`src/rtl/core_control_fsm_pkg.sv`:
```
// Shared definitions for the core control FSM: state encoding, RV32I opcode
// constants, instruction-class indices, the reset NOP and the PC step.
package core_control_fsm_pkg;

   typedef enum logic [2:0] {
      FETCH,
      DECODE,
      EXECUTE,
      WRITEBACK,
      TRAP
   } state_t;

   localparam logic [6:0] OPC_REG    = 7'b0110011;
   localparam logic [6:0] OPC_IMM    = 7'b0010011;
   localparam logic [6:0] OPC_BRANCH = 7'b1100011;
   localparam logic [6:0] OPC_JAL    = 7'b1101111;
   localparam logic [6:0] OPC_JALR   = 7'b1100111;
   localparam logic [6:0] OPC_LUI    = 7'b0110111;
   localparam logic [6:0] OPC_AUIPC  = 7'b0010111;

   // Bit positions in the one-hot class vector; the order matches the
   // enable-port concatenation in the top level.
   localparam int NUM_CLASSES = 7;
   localparam int CLS_AUIPC   = 0;
   localparam int CLS_LUI     = 1;
   localparam int CLS_JALR    = 2;
   localparam int CLS_JAL     = 3;
   localparam int CLS_BRANCH  = 4;
   localparam int CLS_IMM     = 5;
   localparam int CLS_REG     = 6;

   localparam logic [31:0] NOP    = 32'h0000_0013;
   localparam logic [31:0] PC_INC = 32'd4;

endpackage

```
`src/rtl/core_control_fsm_opcode_decoder.sv`:
```
// Combinational instruction classifier: maps the IR opcode (and jalr funct3)
// to a one-hot class vector, flagging anything unsupported as illegal.
module opcode_decoder
   import core_control_fsm_pkg::*;
(
   input  logic [6:0]             opcode,
   input  logic [2:0]             funct3,
   output logic [NUM_CLASSES-1:0] op_class,
   output logic                   illegal
);

   always_comb begin
      op_class = '0;
      illegal  = 1'b0;
      case (opcode)
         OPC_REG:    op_class[CLS_REG]    = 1'b1;
         OPC_IMM:    op_class[CLS_IMM]    = 1'b1;
         OPC_BRANCH: op_class[CLS_BRANCH] = 1'b1;
         OPC_JAL:    op_class[CLS_JAL]    = 1'b1;
         OPC_JALR: begin
            if (funct3 == 3'b000) op_class[CLS_JALR] = 1'b1;
            else                  illegal            = 1'b1;
         end
         OPC_LUI:    op_class[CLS_LUI]    = 1'b1;
         OPC_AUIPC:  op_class[CLS_AUIPC]  = 1'b1;
         default:    illegal              = 1'b1;
      endcase
   end

endmodule

```
`src/rtl/core_control_fsm.sv`:
```
// Multi-cycle control FSM: fetch, decode, execute, writeback with a sticky
// trap state; owns the PC, instruction register and retired-instruction count.
module core_control_fsm
   import core_control_fsm_pkg::*;
#(
   parameter logic [31:0] RESET_PC = 32'h0000_0000
) (
   input  logic        clock,
   input  logic        reset_n,
   output logic        imem_req,
   output logic [31:0] imem_addr,
   input  logic        imem_ready,
   input  logic [31:0] imem_rdata,
   output logic [31:0] instruction,
   output logic [31:0] pc,
   output logic        register_type_alu,
   output logic        immediate_type_alu,
   output logic        branch_enable,
   output logic        jal_enable,
   output logic        jalr_enable,
   output logic        lui_enable,
   output logic        auipc_enable,
   input  logic        next_pc_valid,
   input  logic [31:0] next_pc,
   output logic        rd_write_enable,
   output logic        retire,
   output logic [31:0] instret,
   output logic        trap
);

   state_t                 state_q, state_d;
   logic [31:0]            pc_q;
   logic [31:0]            ir_q;
   logic [31:0]            instret_q;
   logic [NUM_CLASSES-1:0] op_class;
   logic                   illegal;
   logic [31:0]            new_pc;
   logic                   misaligned;
   logic                   has_rd;

   opcode_decoder u_opcode_decoder (
      .opcode   (ir_q[6:0]),
      .funct3   (ir_q[14:12]),
      .op_class (op_class),
      .illegal  (illegal)
   );

   assign new_pc     = next_pc_valid ? next_pc : pc_q + PC_INC;
   assign misaligned = (new_pc[1:0] != 2'b00);
   assign has_rd     = (ir_q[11:7] != 5'd0);

   always_comb begin
      state_d            = state_q;
      imem_req           = 1'b0;
      register_type_alu  = 1'b0;
      immediate_type_alu = 1'b0;
      branch_enable      = 1'b0;
      jal_enable         = 1'b0;
      jalr_enable        = 1'b0;
      lui_enable         = 1'b0;
      auipc_enable       = 1'b0;
      rd_write_enable    = 1'b0;
      retire             = 1'b0;
      trap               = 1'b0;
      case (state_q)
         FETCH: begin
            // Gated so the request stays low while reset is held.
            imem_req = reset_n;
            if (imem_ready) state_d = DECODE;
         end
         DECODE: begin
            state_d = illegal ? TRAP : EXECUTE;
         end
         EXECUTE: begin
            {register_type_alu, immediate_type_alu, branch_enable, jal_enable,
             jalr_enable, lui_enable, auipc_enable} = op_class;
            state_d = WRITEBACK;
         end
         WRITEBACK: begin
            if (misaligned) begin
               state_d = TRAP;
            end else begin
               retire          = 1'b1;
               rd_write_enable = has_rd && !op_class[CLS_BRANCH];
               state_d         = FETCH;
            end
         end
         TRAP: begin
            trap = 1'b1;
         end
         default: begin
            state_d = TRAP;
         end
      endcase
   end

   always_ff @(posedge clock or negedge reset_n) begin
      if (!reset_n) begin
         state_q   <= FETCH;
         pc_q      <= RESET_PC;
         ir_q      <= NOP;
         instret_q <= '0;
      end else begin
         state_q <= state_d;
         if (state_q == FETCH && imem_ready) ir_q <= imem_rdata;
         // retire is only high on an aligned writeback, so a trap freezes both.
         if (retire) begin
            pc_q      <= new_pc;
            instret_q <= instret_q + 32'd1;
         end
      end
   end

   assign imem_addr   = pc_q;
   assign pc          = pc_q;
   assign instruction = ir_q;
   assign instret     = instret_q;

endmodule

```
`config.mk`:
```
export PLATFORM = sky130hd
export DESIGN_NAME = core_control_fsm
export DESIGN_NICKNAME = d
export VERILOG_FILES = /design/src/rtl/core_control_fsm_pkg.sv /design/src/rtl/core_control_fsm_opcode_decoder.sv /design/src/rtl/core_control_fsm.sv
export SDC_FILE = /design/constraint.sdc
export NUM_CORES = 1
export LEC_CHECK = 0
export ABC_AREA = 1
export CORE_ASPECT_RATIO = 0.5
export CORE_MARGIN = 2
export CORE_UTILIZATION = 50
export DETAILED_ROUTE_END_ITERATION = 8
export HOLD_SLACK_MARGIN = 0.12
export PLACE_DENSITY = 0.94
export SYNTH_ARGS = -nofsm -noshare
export SYNTH_HDL_FRONTEND = slang
export SYNTH_HIERARCHICAL = 1
export SYNTH_SLANG_ARGS = --single-unit
```
`constraint.sdc`:
```
create_clock -name clock -period 3.7 [get_ports clock]
set_input_delay 0.37 -clock clock [delete_from_list [all_inputs] [get_ports clock]]
set_output_delay 0.37 -clock clock [all_outputs]
set_load 0.01 [all_outputs]
```
After elaboration in Yosys (flattened, before gate mapping)
Index checks and enable logic that the tools add are counted.
{"block": "word_totals", "reg_bits": 99, "input_bits": 68, "out_inout_bits": 139}
{"block": "classes", "addsub": 2, "n_eq_ne": 12, "mux": 28, "bitwise": 1, "n_reduce_logical": 9}
{"cell": "$add 32x1->32 const B", "n": 1}
{"cell": "$add 32x3->32 const B", "n": 1}
{"cell": "$mux 32", "n": 1}
{"cell": "$mux 1", "n": 22}
{"cell": "$eq 7x7->1 const B", "n": 3}
{"cell": "$pmux 3 s5", "n": 1}
{"cell": "$eq 7x5->1 const B", "n": 2}
{"cell": "$eq 7x6->1 const B", "n": 2}
{"cell": "$mux 3", "n": 3}
{"cell": "$eq 3x2->1 const B", "n": 2}
{"cell": "$logic_not 3->1", "n": 2}
{"cell": "$reduce_or 6->1", "n": 1}
{"cell": "$reduce_bool 5->1", "n": 1}
{"cell": "$eq 3x1->1 const B", "n": 1}
{"cell": "$eq 3x3->1 const B", "n": 1}
{"cell": "$logic_and 1x1->1", "n": 2}
{"cell": "$ne 2x2->1 const B", "n": 1}
{"cell": "$pmux 1 s2", "n": 1}
{"cell": "$reduce_and 2->1", "n": 1}
{"cell": "$reduce_bool 2->1", "n": 1}
{"cell": "$logic_not 1->1", "n": 1}
{"cell": "$not 1->1", "n": 1}

Logic depth before layout (Yosys ltp)
Gate-level depths: netlist (run 1).
{"block": "logic_depth", "word_depth": 6, "depth_mapped": 11}

Cells and area by module
The synthesis (run 1) kept the hierarchy.
{"module": "core_control_fsm", "n_inst": 1, "cells_per_inst": 770, "area_per_inst_um2": 5823.1, "seq_area_each_um2": 2481.1}
{"module": "opcode_decoder", "n_inst": 1, "cells_per_inst": 33, "area_per_inst_um2": 142.6, "seq_area_each_um2": 0.0}

Least setup slack after synthesis (run 1)
No wires, ideal clock.
{"block": "synth_path", "path_type": "reg-to-output", "start": "register pc_q[1], in the netlist imem_addr[1]", "end": "output port rd_write_enable", "t_arrival_ns": 1.254, "setup_slack_ns": 2.076, "path_stages_with_launch": 7, "cell_sequence": "dfrtp_1 -> inv_1 -> nand3_1 -> nand2_1 -> nand2_4 -> buf_2 -> a211oi_1"}
{"block": "synth_between", "elab_chain_cells": 5}
{"item": "from (decl)", "line": "core_control_fsm.sv:32", "rtl": "logic [31:0] pc_q;"}
{"item": "from (signal assigned)", "line": "core_control_fsm.sv:108", "rtl": "pc_q <= new_pc;"}
{"item": "$add 32x3->32", "line": "core_control_fsm.sv:48", "rtl": "assign new_pc = next_pc_valid ? next_pc : pc_q + PC_INC;"}
{"item": "$mux 32", "line": "core_control_fsm.sv:48"}
{"item": "$reduce_bool 2->1", "line": "core_control_fsm.sv:49", "rtl": "assign misaligned = (new_pc[1:0] != 2'b00);"}
{"item": "$mux 1", "line": "core_control_fsm.sv:80", "rtl": "if (misaligned) begin"}
{"item": "$mux 1", "line": "core_control_fsm.sv:65", "rtl": "case (state_q)"}
{"item": "to (decl)", "line": "core_control_fsm.sv:25", "rtl": "output logic rd_write_enable,"}
Every way passes these cells.

Final worst setup path (run 1)
{"block": "layout_path", "start": "input port next_pc_valid", "end": "output port rd_write_enable"}
{"block": "layout_between", "elab_chain_cells": 4}
{"item": "from (decl)", "line": "core_control_fsm.sv:23", "rtl": "input logic next_pc_valid,"}
{"item": "$mux 32", "line": "core_control_fsm.sv:48"}
{"item": "$reduce_bool 2->1", "line": "core_control_fsm.sv:49"}
{"item": "$mux 1", "line": "core_control_fsm.sv:80"}
{"item": "$mux 1", "line": "core_control_fsm.sv:65"}
Every way passes these cells.

==> results.yml, run 1 <==
synthesis:
  synth_largest_area_cell: "dfrtp_1"
  avgSynthCellArea_um2: 7.43
  synth_edf_count: 0
  synthFlopType: "dfrtp_1"
  synth_cells: 803
  syn_nets: 873
  synth_top_area_share_pct: 40.3
  syn_area_um2: 5970
  synth-seq-cells: 99
  yosysSeqAreaShare_pct: 41.6
  yosysMostFrequentCell: "nand2_1"
  synth_common_cells: "229 x nand2_1, 123 x nor2_1, 96 x dfrtp_1, 84 x inv_1, 46 x nand3_1"
  synth_cell_types: 37
  ys_top_cells_by_area: "dfrtp_1 40%, nand2_1 14%, nor2_1 7.7%"
  synth_warnings: 6
  synth-async-reset-ratio_pct: 100
floorplan:
  die_y_um: 81.2
  die_area_um2: 12900
  io_pins: 207
  core-area_um2: 11700
  die_width_um: 158
  row_count: 28
  start_util_pct: 50.8
timing:
  maxSlewHeadroom_pct: 35.6
  finalSetupTns_ns: 0
  fin_ws_ns: 1.09
  min_period_ns: 2.61
  drv_slew: 0
  setup_viol: 0
  post-route-period-util_pct: 70.7
  rsz0062_at_grt: "no"
  hold_viol: 0
  worst_slew_pin_slew_ns: 0.967
  clock_skew_ns: 0.00832
  whs_ns: 0.505
  fmax_ghz: 0.383
setup_path:
  required_ns: 3.33
  crit_chain: "clkdlybuf4s50_1 > nand3_1 > nand2_1 > nand2_4 > a211oi_1 > clkdlybuf4s50_1"
  crit_path_start_kind: "input pin"
  r2r_start: "state_q[1]"
  cpMostUsedCell: "clkdlybuf4s50_1"
  r2r_end: "instret[24]"
  max_stage_delay_ns: 0.62
  reg2reg_slack_ns: 1.70
  critical_path_class: "in -> out"
  worstPathArrival_ns: 2.24
  worstPathMaxFanout: 18
  worst-r2r-cell-count: 10
  endpoint_kind: "output port"
  slowest_stage: "clkdlybuf4s50_1"
clock_network:
  cts_buffers: 9
  path_clk_slew_ns: 0.07
  cts_tree: "done"
  root_buffer: "clkbuf_16"
  numClockSinks: 99
  h-tree-depth: 3
  cts_buffer_depth: 2
  cts_setup_buffers: 0
  clk_latency_ns: 0.35
worst_hold_path:
  hold_class: "in -> async"
final_layout:
  drive_gt1_share_pct: 8.66
  diodes: 0
  syn_to_final_growth_pct: 38.4
  finalNetCount: 1046
placed_design:
  hpwlAfterDp_um: 12500
  globalplace.congestion: 0.888
  portBuffers: 206
  dp_slack_ns: 1.08
routing:
  totalWireLength_um: 17100
  drtPass1Iterations: 7
  vias: 5973
  viasPerCell: 5.21
  antenna_left: 0
  wl_per_cell_um: 14.9
  drtIter0Drc: 397
  drc: 0
power:
  peakVddDrop_uv: 260
  power_leakage_nw: 3.78
  p_per_area_nw_per_um2: 266
  total_power_mw: 2.19
global_route:
  grt_pass1_wl_um: 27100
  overflow: 0
  grt_max_degree: 77
  grt_pass1_vias: 5729
  antenna_found_initial: 0
  grt_usage_pct: 26.8
flow_run:
  drv_cap: 0
status:
  outcome: "completed"
-- worst max path at each step --
stage                              from  slack (ns)              end  cells past startpoint
final                     next_pc_valid        1.09  rd_write_enable                      6
after global routing      next_pc_valid        0.99  rd_write_enable                      6
after CTS                 next_pc_valid        1.09  rd_write_enable                      6
after detailed placement  next_pc_valid        1.08  rd_write_enable                      6
after global placement    next_pc_valid        1.15  rd_write_enable                      6
after floorplan            imem_addr[1]        2.08  rd_write_enable                      6
-- registers in the layout, indices dropped and copies added, names as in the netlist --
register,flops
instret,32
state_q,3
imem_addr,32
instruction,32
-- critical path: cells and delay by family --
| family | cells | cell delay (ns) |
|---|---|---|
| AND/OR/NAND/NOR | 3 | 0.45 |
| AO/OA/AOI/OAI | 1 | 0.22 |
| buffers and inverters | 2 | 1.21 |
-- logic make-up after synthesis --
kind of cell / count (synthesis) / share of synthesized area [%]
and+or+nand+nor: 446 / 31.8
xor gates and xnor gates: 23 / 3.38
adders and majority gates: 2 / 0.419
DFF: 99 / 41.6
buffers and inverters: 139 / 11.2
muxes: 32 / 6.04
AOI/OAI and AO/OA: 62 / 5.56
-- layout make-up --
class | instances | area [um^2]
fillers | 864 | 3480
multi-input cells | 565 | 2820
flip-flops and latches | 99 | 2480
repair buffers | 213 | 2110
inverters | 88 | 330
clock buffers | 9 | 225
well taps | 165 | 206
clock inverters | 7 | 83.8
-- placed cells by master, fill, tap and decap left out, types with 5 or more instances in the layout --
master             n
nor2_4             5
xor2_1            16
inv_1             84
nor2_1           123
o21ai_1           14
clkdlybuf4s50_1  205
o21ai_0           17
a21oi_1           19
dfrtp_1           96
nand2_1          229
nand3_1           46
nor3_1            11
xnor2_1            7
clkbuf_16          9
nand3b_1           7
mux2_2            32
buf_4              7
nor2_2             9
-- power by group --
group | internal, mW | total, mW | switching, mW | leakage (nW)
logic | 0.0718 | 0.126 | 0.0538 | 2.35
registers | 1.08 | 1.08 | 0 | 1.28
clock network | 0.537 | 0.987 | 0.450 | 0.149
total | 1.69 | 2.19 | 0.504 | 3.78
-- per-layer routing --
metal	track usage (%)	vias up	wire length (um)
li1	-	2833	-
met1	30.6	2819	6640
met4	10.4	0	498
met2	48.7	270	8690
met3	7.42	51	1290
met5	0	-	0
-- per-stage QoR --
step | instances | area, um^2 | utilization [%]
global placement | 1129 | 7940 | 67.6
finish | 1146 | 8260 | 70.4
global route | 1146 | 8260 | 70.4
CTS | 1146 | 8260 | 70.4
detailed placement | 1129 | 7940 | 67.6
floorplan | 803 | 5970 | -
-- repair_timing --
| item | 4_1_cts | 5_1_grt |
|---|---|---|
| hold buffers | 1 | 0 |
| gates resized for setup | 0 | 0 |
| endpoints found under the setup margin | 0 | 0 |
| hold endpoints to repair | 23 | 0 |
(Power assumes the default switching activity.)
==> run 2: changes to the inputs <==
--- a/config.mk
+++ b/config.mk
@@ -8,10 +8,10 @@
 export ABC_AREA = 1
 export CORE_ASPECT_RATIO = 0.5
 export CORE_MARGIN = 2
-export CORE_UTILIZATION = 50
+export CORE_UTILIZATION = 46
 export DETAILED_ROUTE_END_ITERATION = 8
 export HOLD_SLACK_MARGIN = 0.12
-export PLACE_DENSITY = 0.94
+export PLACE_DENSITY = 0.88
 export SYNTH_ARGS = -nofsm -noshare
 export SYNTH_HDL_FRONTEND = slang
 export SYNTH_HIERARCHICAL = 1
==> constraint.sdc (replaced) <==
create_clock -name clock -period 2.54 [get_ports clock]
set_input_delay 0.254 -clock clock [delete_from_list [all_inputs] [get_ports clock]]
set_output_delay 0.254 -clock clock [all_outputs]
set_load 0.01 [all_outputs]
==> run 2 against run 1 <==
Effect of this change: flip-flop and latch count stayed put; register-to-register slack lost 0.99 ns; critical path depth up 1; clock skew shrank 0.0022 ns; design area grew 0.45%; sequential power up 45%; critical endpoint is now auipc_enable; clock power is 49% higher.
==> results.yml, run 2 (same netlist as run 1, synthesis figures left out) <==
status:
  outcome: "completed"
floorplan:
  die_width_um: 165
  row_count: 29
  die_y_um: 84.5
  core-area_um2: 12700
  start_util_pct: 47.1
  io_pins: 207
  die_area_um2: 14000
routing:
  drc: 0
  drtIter0Drc: 468
  antenna_left: 0
  drtPass1Iterations: 5
  viasPerCell: 5.07
  vias: 5849
  wl_per_cell_um: 14.6
  totalWireLength_um: 16800
global_route:
  antenna_found_initial: 0
  grt_pass1_vias: 5560
  grt_usage_pct: 24.2
  overflow: 0
  grt_pass1_wl_um: 26900
  grt_max_degree: 59
timing:
  fmax_ghz: 0.414
  setup_viol: 0
  min_period_ns: 2.41
  finalSetupTns_ns: 0
  post-route-period-util_pct: 95.0
  worst_slew_pin_slew_ns: 0.748
  drv_slew: 0
  rsz0062_at_grt: "no"
  hold_viol: 0
  maxSlewHeadroom_pct: 50.1
  clock_skew_ns: 0.00617
  whs_ns: 0.476
final_layout:
  multi_input_area_um2: 2820
  fin_cells: 1154
  layout_common_cells: "229 x nand2_1, 205 x clkdlybuf4s50_1, 123 x nor2_1, 96 x dfrtp_1, 84 x inv_1"
  drive_gt1_share_pct: 8.94
  syn_to_final_growth_pct: 39.1
  fill_cells: 1024
  mostFrequentLayoutCell: "nand2_1"
  finalInstanceArea_um2: 8300
  finalNetCount: 1049
  diodes: 0
  regArea_um2: 2480
clock_network:
  numClockSinks: 99
  cts_buffer_depth: 2
  cts_buffers: 9
  path_clk_slew_ns: 0.07
  h-tree-depth: 3
  post_cts_resized: 0
  cts_tree: "done"
  root_buffer: "clkbuf_16"
  clk_latency_ns: 0.36
setup_path:
  worstPathMaxFanout: 4
  worstPathArrival_ns: 2.16
  crit_path_start_kind: "flop"
  endpoint_kind: "output port"
  required_ns: 2.29
  critical_path_class: "reg -> out"
power:
  p_per_area_nw_per_um2: 390
  power_leakage_nw: 3.80
  peakVddDrop_uv: 308
placed_design:
  hpwlAfterDp_um: 12500
  placed_area_um2: 7970
  dp_cells: 1137
  globalplace.congestion: 0.910
  portBuffers: 206
worst_hold_path:
  hold_class: "in -> reg"
flow_run:
  drv_cap: 0
==> run 2: cell count changes in the layout (fill, tap and decap cells not counted) <==
cell | before | now
clkinv_4 | 2 | 1
clkinv_8 | 0 | 1
inv_6 | 2 | 3
buf_4 | 7 | 10
clkinvlp_4 | 1 | 0
==> run 2: worst paths after layout <==
check,start,endpoint,slack [ns],cells past startpoint
max in group asynchronous,reset_n,instruction[17],0.81,4
hold / removal,next_pc[3],imem_addr[3],0.48,3
setup / recovery,instruction[4],auipc_enable,0.13,7
min in group asynchronous,reset_n,imem_addr[6],0.55,3
hold reg to reg,instruction[30],instruction[30],0.51,1
setup reg to reg,imem_addr[13],imem_addr[23],0.71,9
==> run 2: timing repair <==
| action | in CTS | in global routing |
|---|---|---|
| endpoints found under the setup margin | 0 | 0 |
| setup buffers | 0 | 0 |
| hold buffers | 1 | 0 |
| endpoints found under the hold margin | 41 | 0 |
==> run 2: area by class of cell <==
| type | count | share of cell area [%] |
|---|---|---|
| clock buffers | 9 | 2.71 |
| clock inverters | 7 | 1.12 |
| inverters | 88 | 3.98 |
| multi-input cells | 565 | 34.0 |
| flip-flops and latches | 99 | 29.9 |
| well taps | 170 | 2.56 |
| repair buffers | 216 | 25.8 |
==> run 2: per-stage QoR <==
| stage | setup slack (ns) | power, mW | util, % |
|---|---|---|---|
| after floorplan | 0.993 | 1.64 | - |
| final | 0.127 | 3.23 | 65.5 |
| after detailed placement | 0.423 | 1.79 | 62.9 |
| after CTS | 0.124 | 3.26 | 65.5 |
| after global routing | 0.0122 | 3.33 | 65.5 |
| after global placement | 0.448 | 1.79 | 62.9 |
==> run 2: report_power, final <==
part	internal (mW)	switching [mW]
logic	0.106	0.0773
registers	1.57	0
clock network	0.793	0.682
total	2.47	0.759
==> run 2: worst max-delay path, stage by stage, from the launching register on <==
cell             delay, ns
dfstp_2               0.56
inv_1                 0.05
nor2_1                0.14
inv_1                 0.10
nor3_1                0.21
inv_1                 0.07
nor2_1                0.12
clkdlybuf4s50_1       0.55
==> run 2: layer usage <==
metal	GRT usage (%)	vias to the layer above	share of wire, %
li1	-	2842	-
met1	29.1	2740	40
met2	43.0	228	50
met3	5.34	39	7.0
met4	8.54	0	2.9
met5	0	-	0
==> run 3: changes to the inputs <==
--- a/config.mk
+++ b/config.mk
@@ -10,8 +10,8 @@
 export CORE_MARGIN = 2
 export CORE_UTILIZATION = 46
 export DETAILED_ROUTE_END_ITERATION = 8
-export HOLD_SLACK_MARGIN = 0.12
-export PLACE_DENSITY = 0.88
+export HOLD_SLACK_MARGIN = 0.15
+export PLACE_DENSITY = 0.81
 export SYNTH_ARGS = -nofsm -noshare
 export SYNTH_HDL_FRONTEND = slang
 export SYNTH_HIERARCHICAL = 1
==> run 3 against run 2 <==
Effect of this change: clock skew is 0.0053 ns higher; design area is 0.17% higher; critical path depth stayed put; fmax is 2.1% higher; non-clock buffer count stayed put; clock power hardly changed; total power is 1.0% lower; first-iteration DRC count is 15% lower; setup slack better by 0.049 ns; largest cell class unchanged; highest routed layer unchanged.
==> results.yml, run 3 (same netlist as run 1, synthesis figures left out) <==
global_route:
  grt_max_degree: 49
  grt_pass1_vias: 5532
  antenna_found_initial: 0
  grt_pass1_wl_um: 26800
  grt_usage_pct: 23.8
  overflow: 0
final_layout:
  layout_common_cells: "229 x nand2_1, 205 x clkdlybuf4s50_1, 123 x nor2_1, 96 x dfrtp_1, 84 x inv_1"
  finalNetCount: 1049
  regArea_um2: 2480
  syn_to_final_growth_pct: 39.3
  drive_gt1_share_pct: 8.94
  mostFrequentLayoutCell: "nand2_1"
  fill_cells: 1063
  diodes: 0
  multi_input_area_um2: 2820
timing:
  fmax_ghz: 0.423
  finalSetupTns_ns: 0
  drv_slew: 0
  clock_skew_ns: 0.0115
  post-route-period-util_pct: 93.1
  hold_viol: 0
  rsz0062_at_grt: "no"
  min_period_ns: 2.36
  maxSlewHeadroom_pct: 62.7
  setup_viol: 0
  fin_ws_ns: 0.176
  worst_slew_pin_slew_ns: 0.560
power:
  p_per_area_nw_per_um2: 385
  total_power_mw: 3.20
  peakVddDrop_uv: 319
  power_leakage_nw: 3.81
routing:
  wl_per_cell_um: 14.0
  antenna_left: 0
  drc: 0
  viasPerCell: 4.96
  totalWireLength_um: 16100
  vias: 5723
  drtIter0Drc: 400
  drtPass1Iterations: 7
floorplan:
  die_y_um: 84.5
  start_util_pct: 47.1
  die_area_um2: 14000
  die_width_um: 165
  row_count: 29
  io_pins: 207
  core-area_um2: 12700
status:
  outcome: "completed"
setup_path:
  required_ns: 2.29
  worstPathMaxFanout: 3
  max_stage_delay_ns: 0.55
  crit_path_start_kind: "flop"
  cpLargestDelayFamily: "buffers and inverters"
  crit_chain: "nand2_1 > nor2_1 > inv_1 > nor3_1 > inv_1 > nor2_1 > clkdlybuf4s50_1"
  endpoint_kind: "output port"
  worstPathArrival_ns: 2.11
  critical_path_class: "reg -> out"
  critical_path_depth: 7
  worst-r2r-cell-count: 10
  slowest_stage: "dfstp_2"
  path_buf_inv: 3
clock_network:
  root_buffer: "clkbuf_16"
  cts_buffers: 9
  clk_latency_ns: 0.35
  post_cts_resized: 0
  cts_buffer_depth: 2
  cts_tree: "done"
  h-tree-depth: 3
  numClockSinks: 99
  path_clk_slew_ns: 0.08
  cts_setup_buffers: 0
flow_run:
  drv_cap: 0
worst_hold_path:
  hold_class: "in -> async"
placed_design:
  globalplace.congestion: 0.864
  portBuffers: 206
  hpwlAfterDp_um: 12200
  dp_slack_ns: 0.403
run 3: per-layer routing:
layer  vias to the layer above  share of wire (%)  GRT usage (%)
li1                       2854                  -              -
met1                      2651                 43           30.6
met2                       193                 49           41.0
met3                        25                6.2           4.89
met4                         0                1.6           6.01
met5                         -                  0              0
run 3: cell type report:
type                            count  area share [%]
Multi-Input combinational cell    565            33.9
Sequential cell                    99            29.9
Timing Repair Buffer              216            25.9
Inverter                           88            3.98
Clock buffer                        9            2.71
Tap cell                          170            2.56
Clock inverter                      7            1.13
run 3: power by group:
| group | total [mW] | switching (mW) | internal (mW) |
|---|---|---|---|
| combinational | 0.182 | 0.0765 | 0.106 |
| sequential | 1.57 | 0 | 1.57 |
| clock | 1.44 | 0.719 | 0.724 |
| total | 3.20 | 0.796 | 2.40 |
run 3: worst paths after layout:
path | to | slack (ns) | startpoint
worst min register to register | instruction[24] | 0.51 | instruction[24]
worst min-delay path | instruction[28] | 0.33 | reset_n
min in group clock | imem_addr[4] | 0.48 | next_pc[4]
worst max-delay path | immediate_type_alu | 0.18 | instruction[1]
worst max register to register | imem_addr[16] | 0.79 | imem_addr[3]
max in group asynchronous | imem_addr[31] | 1.32 | reset_n
run 3: through the flow:
stage,instances,hold WS (ns),util (%),cell area [um^2]
2_1_floorplan,803,-0.0416,-,5970
3_3_place_gp,1137,0.174,63.0,7980
3_5_place_dp,1137,0.173,63.0,7980
4_1_cts,1154,0.335,65.6,8310
5_1_grt,1154,0.340,65.6,8310
6_report,1154,0.334,65.6,8310
run 3: timing repair:
item	4_1_cts	5_1_grt
hold endpoints to repair	22	0
hold buffers	1	0
setup endpoints to repair	0	0
